==> config.mk <==
export PLATFORM = sky130hd
export DESIGN_NAME = uart_rx_param
export DESIGN_NICKNAME = d
export VERILOG_FILES = /design/src/rtl/uart_rx_param.sv
export SDC_FILE = /design/constraint.sdc
export NUM_CORES = 1
export LEC_CHECK = 0
export BUFFER_PORTS_ARGS = -buffer_cell sky130_fd_sc_hd__buf_2
export CORE_UTILIZATION = 55
export CTS_BUF_LIST = sky130_fd_sc_hd__clkbuf_16
export DETAILED_ROUTE_END_ITERATION = 8
export GPL_TIMING_DRIVEN = 0
export PLACE_DENSITY = 0.79
export SETUP_SLACK_MARGIN = 0.1
export SYNTH_ARGS = -nofsm -noshare
export SYNTH_HDL_FRONTEND = slang
export SYNTH_SLANG_ARGS = --single-unit
==> constraint.sdc <==
create_clock -name clk -period 2.8 [get_ports clk]
set_input_delay 0 -clock clk [delete_from_list [all_inputs] [get_ports clk]]
set_output_delay 0 -clock clk [all_outputs]
set_load 0.02 [all_outputs]
==> src/rtl/uart_rx_param.sv <==
// uart_rx_param: oversampling UART receiver with a valid/ready output.
// Optional build macro UART_RX_MAJORITY_VOTE_EN: 2-of-3 mid-bit vote.
module uart_rx_param #(
  parameter int DATA_BITS     = 8,
  parameter int OVERSAMPLE    = 16,
  parameter int CLKS_PER_TICK = 1,
  parameter int PARITY_MODE   = 0,
  parameter int STOP_BITS     = 1
) (
  input  logic                 clk,
  input  logic                 rst,
  input  logic                 rx,
  output logic [DATA_BITS-1:0] data,
  output logic                 valid,
  input  logic                 ready,
  output logic                 done,
  output logic                 frame_err,
  output logic                 parity_err,
  output logic                 overrun
);

  localparam int HALF = OVERSAMPLE / 2;
  localparam int TW   = $clog2(OVERSAMPLE);
  localparam int DW   = (CLKS_PER_TICK > 1) ?
                        $clog2(CLKS_PER_TICK) : 1;
  localparam int BW   = 4;

  typedef enum logic [2:0] {
    IDLE, START, DATA, PARITY, STOP, BREAK
  } state_e;

  state_e state_q, state_d;

  logic [1:0] sync_q;
  logic       prev_q;
  logic       rx_s;

  logic [DW-1:0] div_q, div_d;
  logic [TW-1:0] tick_q, tick_d;
  logic [BW-1:0] bit_q, bit_d;

  logic [DATA_BITS-1:0] sh_q, sh_d;
  logic                 fpend_q, fpend_d;
  logic                 ppend_q, ppend_d;

  logic [DATA_BITS-1:0] data_q, data_d;
  logic                 valid_q, valid_d;
  logic                 done_q, done_d;
  logic                 ferr_q, ferr_d;
  logic                 perr_q, perr_d;
  logic                 ovr_q, ovr_d;

`ifdef UART_RX_MAJORITY_VOTE_EN
  logic [1:0] smp_q, smp_d;
`else
  logic [0:0] smp_q, smp_d;
`endif

  logic active;
  logic tick_en;
  logic decide;
  logic bit_val;
  logic fall;
  logic last_data;
  logic last_stop;
  logic brk;
  logic comp;

  assign rx_s = sync_q[1];
  assign fall = prev_q & ~rx_s;

  assign active = (state_q == START) || (state_q == DATA) ||
                  (state_q == PARITY) || (state_q == STOP);

  assign tick_en = (div_q == DW'(CLKS_PER_TICK - 1));
  assign decide  = active && tick_en &&
                   (tick_q == TW'(HALF + 1));

`ifdef UART_RX_MAJORITY_VOTE_EN
  assign bit_val = (smp_q[1] & smp_q[0]) |
                   (smp_q[1] & rx_s) |
                   (smp_q[0] & rx_s);
`else
  assign bit_val = smp_q[0];
`endif

  assign last_data = (bit_q == BW'(DATA_BITS - 1));
  assign last_stop = (bit_q == BW'(STOP_BITS - 1));
  assign brk  = ~bit_val && (bit_q == '0);
  assign comp = (state_q == STOP) && decide &&
                (last_stop || ~bit_val);

  // Two-flop synchroniser plus previous value for edge detection.
  always_ff @(posedge clk or negedge rst) begin
    if (!rst) begin
      sync_q <= 2'b11;
      prev_q <= 1'b1;
    end else begin
      sync_q <= {sync_q[0], rx};
      prev_q <= sync_q[1];
    end
  end

  // FSM state register.
  always_ff @(posedge clk or negedge rst) begin
    if (!rst) state_q <= IDLE;
    else      state_q <= state_d;
  end

  // FSM next-state logic.
  always_comb begin
    state_d = state_q;
    unique case (state_q)
      IDLE:   if (fall) state_d = START;
      START:  if (decide) state_d = bit_val ? IDLE : DATA;
      DATA: begin
        if (decide && last_data)
          state_d = (PARITY_MODE != 0) ? PARITY : STOP;
      end
      PARITY: if (decide) state_d = STOP;
      STOP: begin
        if (decide) begin
          if (brk)            state_d = BREAK;
          else if (last_stop) state_d = IDLE;
        end
      end
      BREAK:  if (rx_s) state_d = IDLE;
      default: state_d = IDLE;
    endcase
  end

  // Counters, shift register, flags and output handshake.
  always_comb begin
    div_d   = div_q;
    tick_d  = tick_q;
    bit_d   = bit_q;
    sh_d    = sh_q;
    fpend_d = fpend_q;
    ppend_d = ppend_q;
    smp_d   = smp_q;
    data_d  = data_q;
    valid_d = valid_q;
    done_d  = 1'b0;
    ferr_d  = ferr_q;
    perr_d  = perr_q;
    ovr_d   = 1'b0;

    if (!active) begin
      div_d   = '0;
      tick_d  = '0;
      bit_d   = '0;
      fpend_d = 1'b0;
      ppend_d = 1'b0;
    end else begin
      div_d = tick_en ? '0 : div_q + 1'b1;
      if (tick_en) begin
        tick_d = (tick_q == TW'(OVERSAMPLE - 1)) ?
                 '0 : tick_q + 1'b1;
`ifdef UART_RX_MAJORITY_VOTE_EN
        smp_d = {smp_q[0], rx_s};
`else
        smp_d = rx_s;
`endif
      end
    end

    if (decide) begin
      unique case (state_q)
        START: bit_d = '0;
        DATA: begin
          sh_d  = {bit_val, sh_q[DATA_BITS-1:1]};
          bit_d = last_data ? '0 : bit_q + 1'b1;
        end
        PARITY: begin
          ppend_d = (^sh_q) ^ bit_val ^ (PARITY_MODE == 2);
        end
        STOP: begin
          bit_d = bit_q + 1'b1;
          if (!bit_val) fpend_d = 1'b1;
        end
        default: bit_d = bit_q;
      endcase
    end

    if (comp) begin
      done_d = 1'b1;
      ferr_d = fpend_q | ~bit_val;
      perr_d = ppend_q;
      if (!valid_q || ready) begin
        data_d  = sh_q;
        valid_d = 1'b1;
      end else begin
        ovr_d = 1'b1;
      end
    end else if (valid_q && ready) begin
      valid_d = 1'b0;
    end
  end

  // Datapath and output registers.
  always_ff @(posedge clk or negedge rst) begin
    if (!rst) begin
      div_q   <= '0;
      tick_q  <= '0;
      bit_q   <= '0;
      sh_q    <= '0;
      fpend_q <= 1'b0;
      ppend_q <= 1'b0;
      smp_q   <= '1;
      data_q  <= '0;
      valid_q <= 1'b0;
      done_q  <= 1'b0;
      ferr_q  <= 1'b0;
      perr_q  <= 1'b0;
      ovr_q   <= 1'b0;
    end else begin
      div_q   <= div_d;
      tick_q  <= tick_d;
      bit_q   <= bit_d;
      sh_q    <= sh_d;
      fpend_q <= fpend_d;
      ppend_q <= ppend_d;
      smp_q   <= smp_d;
      data_q  <= data_d;
      valid_q <= valid_d;
      done_q  <= done_d;
      ferr_q  <= ferr_d;
      perr_q  <= perr_d;
      ovr_q   <= ovr_d;
    end
  end

  assign data       = data_q;
  assign valid      = valid_q;
  assign done       = done_q;
  assign frame_err  = ferr_q;
  assign parity_err = perr_q;
  assign overrun    = ovr_q;

endmodule

# --- After elaboration in Yosys (flattened, before gate mapping) ---
# Cells that the tools add are included.
classes:
  add_sub_neg: 3
  multipliers: 0
  div_mod_pow: 0
  order_cmp: 0
  n_eq_ne: 18
  n_shift: 0
  muxes: 32
  n_bitwise: 6
  reduce_logical: 22
op_table:
  columns: ["op", "count"]
  rows:
  - ["$mux 3", 8]
  - ["$mux 4", 6]
  - ["$pmux 3 s6", 1]
  - ["$pmux 4 s4", 1]
  - ["$mux 1", 15]
  - ["$ne 2x2->1 const B", 6]
  - ["$add 4x1->4 const B", 2]
  - ["$eq 4x4->1 const B", 2]
  - ["$reduce_and 2->1", 4]
  - ["$reduce_xor 8->1", 1]
  - ["$logic_and 1x1->1", 7]
  - ["$reduce_and 7->1", 1]
  - ["$eq 3x2->1 const B", 2]
  - ["$eq 3x3->1 const B", 2]
  - ["$logic_or 1x1->1", 5]
  - ["$ne 5x1->1 const B", 1]
  - ["$eq 4x3->1 const B", 1]
  - ["$logic_not 4->1", 1]
  - ["$ne 2x1->1 const B", 2]
  - ["$eq 3x1->1 const B", 1]
  - ["$logic_not 3->1", 1]
  - ["$ne 3x3->1 const B", 1]
  - ["$not 1->1", 3]
  - ["$mux 2", 1]
  - ["6 further kinds", 6]
word_totals:
  register_bits: 39
  latchBits: 0
  mem_bits_rw: 0
  romBits: 0
  inputBits: 4
  output_inout_bits: 13
  elab_cells: 97
  n_memories: 0

# --- Longest topological paths before layout ---
depth:
  word_depth: 10
  depth_mapped: 8
  ltp_nobuf: 7

# --- Least setup slack after synthesis ---
# No wires, ideal clock.
synth_path:
  path_kind: "register to register"
  startpoint: "reg bit_q[0]"
  endpoint: "reg data_q[0] (netlist: data[0])"
  setup_time_ns: 0.125
  arrival_time_ns: 1.886
  required_time_ns: 2.675
  path_slack_ns: 0.789
  stages_incl_launch_ff: 8
  n_path_buf: 1
  synth_period_minus_slack_ns: 2.011
  path_cell_list: "dfrtp_1 -> inv_1 -> ha_1 -> or3b_4 -> a211oi_4 -> and2_4 -> buf_12 -> mux2_4"
synth_between:
  elab_chain_cells: 4
synth_lines:
  columns: ["element", "line_no", "text"]
  rows:
  - ["from (decl)", "40", "logic [BW-1:0] bit_q, bit_d;"]
  - ["from (signal assigned)", "219", "bit_q <= bit_d;"]
  - ["$logic_not 4->1", "88", "assign last_stop = (bit_q == BW'(STOP_BITS - 1));"]
  - ["$logic_or 1x1->1", "91", "(last_stop || ~bit_val);"]
  - ["$logic_and 1x1->1", "90", "assign comp = (state_q == STOP) && decide &&"]
  - ["named net comp", "67", "logic comp;"]
  - ["$reduce_and 2->1 (no source line)", null, null]
  - ["to (signal assigned)", "224", "data_q <= data_d;"]
  - ["to (decl)", "46", "logic [DATA_BITS-1:0] data_q, data_d;"]
# The timed path passes the listed nets, and every way through them passes these cells.
# A chain may end at the register's enable or synchronous reset.

# --- Worst setup path after layout ---
layout_path:
  startpoint: "reg bit_q[0]"
  endpoint: "reg data_q[1] (netlist: data[1])"
# The elaborated chain is that of the path after synthesis.

==> results.yml <==
status:
  status: "finished clean"
placement:
  hpwl_um: 2070
  post-place-ws_ps: 645
  place_congestion: 0.826
  io_buffers: 16
  dp.cells: 212
worst_setup_path:
  required_ps: 2960
  worstPathArrival_ps: 2310
  criticalPathCategory: "reg2reg"
  worst-path-max-fanout: 8
  crit_chain: "inv_1, ha_1, or3b_4, a211oi_4, and2_4, buf_12, mux2_4"
  endpoint_kind: "register"
  slowest_stage: "or3b_4"
  slowest_delay_ps: 420
  cp-startpoint: "bit_q[0]"
  rr_startpoint: "bit_q[0]"
  cp-start-kind: "register"
clock_tree:
  cts_tree: "built"
  clk_latency_ps: 280
  cts_root_buf: "clkbuf_16"
  cts_max_level: 2
  cts_num_sinks: 38
  cts_resized: 0
  path_clk_slew_ps: 50
  cts_buffers: 5
  cts_setup_buffers: 0
  cts_buffer_depth: 2
  hold_buffers: 2
die:
  dieHeight_um: 59.5
  fp-row-count: 20
  die_w_um: 59.5
  core_area_um2: 3100
  die-area_um2: 3540
  start_util_pct: 58.6
  num_io_pins: 17
timing:
  relSlewSlack_pct: 46.1
  slew_violations: 0
  rsz0062_at_grt: "no"
  worst_slew_pin_slew_ps: 808
  setup_slack_ps: 645
  fmax_ghz: 0.464
  final-hold-violation-count: 0
  fin_setup_tns_ps: 0
  period_needed_ps: 2160
  fin_skew_ps: 2.64
  hold_slack_ps: 59.3
  setup_viol: 0
  timing.final.crit_share_pct: 77.0
finish:
  diodes: 0
  fin_cells: 222
  final_common_cell: "dfrtp_1"
  fin_nets: 185
  drive_above_1_share_pct: 28.7
  syn_to_final_growth_pct: 16.1
  final_cell_mix: "34 x dfrtp_1, 17 x buf_2, 11 x mux2_2"
detailed_routing:
  num_vias: 1179
  drt_iter0_drc: 34
  routed_wl_um: 3100
  drtPass1Iterations: 4
  routed_via_density: 5.31
  ant_nets: 0
  avgRoutedWirePerCell_um: 14.0
  drc: 0
synth:
  synth_edf_count: 0
  ys_warn_count: 0
  syn_nets: 160
  async_reset_ff_share_pct: 100
  yosys_most_used_dff: "dfrtp_1"
  syn_inst: 152
  synth_seq_cells: 38
  synth_area_um2: 1820
  ys_seq_area_share_pct: 52.6
  avgSynthCellArea_um2: 12.0
  ys_types: 39
power:
  p_comb_share_pct: 25.9
  switchingPower_mw: 0.493
  switching_share_pct: 31.1
  p_leak_nw: 0.990
  p_per_area_nw_per_um2: 752
  ir_drop_v: 0.000487
  p_clk_share_pct: 33.0
  p_seq_share_pct: 41.1
  intPower_mw: 1.09
global_routing:
  grt.overflow.total: 0
  grt_pass1_vias: 1120
  grt_start_max_net_pins: 39
  grt_first_pass_wirelength_um: 5210
  track_usage_pct: 20.4
  antenna_found_initial: 0
run:
  max_cap_viol_count: 0
hold_path:
  min_path_type: "in2reg"
  hold_start: "ready"
==> critical path, delay by kind of cell (launching register included) <==
kind / cells / cell delay, ps
AO/OA/AOI/OAI: 1 / 350
AND/OR/NAND/NOR: 2 / 640
flip-flops: 1 / 410
adder cells (fa/ha/maj): 1 / 130
buffers and inverters: 2 / 200
multiplexers: 1 / 310
==> power groups by stage <==
| stage | combinational, mW | clock [mW] | sequential, mW |
|---|---|---|---|
| after global routing | 0.465 | 0.563 | 0.660 |
| after CTS | 0.412 | 0.536 | 0.653 |
| final | 0.411 | 0.523 | 0.653 |
| after global placement | 0.396 | 0 | 0.655 |
| after detailed placement | 0.409 | 0 | 0.662 |
| after floorplan | 0.325 | 0 | 0.655 |
==> metal layers <==
metal	global-route usage, %	share of wire [%]
met5	0	0
met4	6.98	0.68
met3	6.55	2.8
met2	34.2	51
met1	24.8	46
==> path summary, 6_finish.rpt <==
check / slack, ps / depth (start not counted) / to
worst max-delay path: 640 / 7 / data[1]
worst min-delay path: 60 / 3 / valid
worst max register to register: 640 / 7 / data[1]
worst min register to register: 360 / 0 / sync_q[1]
max in group asynchronous: 1940 / 2 / data[5]
min in group asynchronous: 350 / 2 / bit_q[3]
==> layout make-up <==
type | instances | area [µm²]
Tap cell | 44 | 55.1
Fill cell | 239 | 992
Multi-Input combinational cell | 102 | 800
Clock inverter | 3 | 12.5
Clock buffer | 5 | 125
Inverter | 6 | 22.5
Timing Repair Buffer | 18 | 100
Sequential cell | 38 | 956
Buffer | 6 | 40.0
==> registers in the layout, indices dropped and copies added, names as in the netlist, 2 cells and up <==
name     cells
data         8
sh_q         8
bit_q        4
tick_q       4
state_q      3
sync_q       2
==> cell usage after synthesis, drive strengths merged (2+ instances only) <==
cell type | n | share of area, %
ha | 4 | 2.8
xnor2 | 9 | 4.3
dfrtp | 34 | 47
a21oi | 8 | 2.2
nand2 | 10 | 2.1
mux2 | 19 | 13
a22o | 3 | 1.4
clkbuf | 4 | 0.83
a31oi | 2 | 0.69
nor2 | 11 | 2.4
nand3 | 3 | 0.83
o22ai | 2 | 0.69
nand2b | 3 | 1.0
inv | 6 | 1.2
buf | 2 | 1.4
dfstp | 4 | 5.8
nand3b | 2 | 0.83
o2bb2ai | 2 | 0.96
o21ai | 7 | 1.9
==> per-stage QoR <==
step | instance area, µm² | utilization, % | power, mW
6_report | 2110 | 68.0 | 1.59
5_1_grt | 2110 | 68.0 | 1.69
4_1_cts | 2110 | 68.0 | 1.60
3_5_place_dp | 1950 | 62.9 | 1.07
3_3_place_gp | 1950 | 62.9 | 1.05
2_1_floorplan | 1820 | - | 0.979
==> kinds of logic after synthesis <==
family          share of synthesized area, %
compound gates                          11.3
xor+xnor                                4.82
fa+ha+maj                               3.30
buf+inv                                 3.44
flops                                   52.6
mux                                     13.4
simple gates                            11.2
Note: power is estimated with default switching activity, not from simulation.
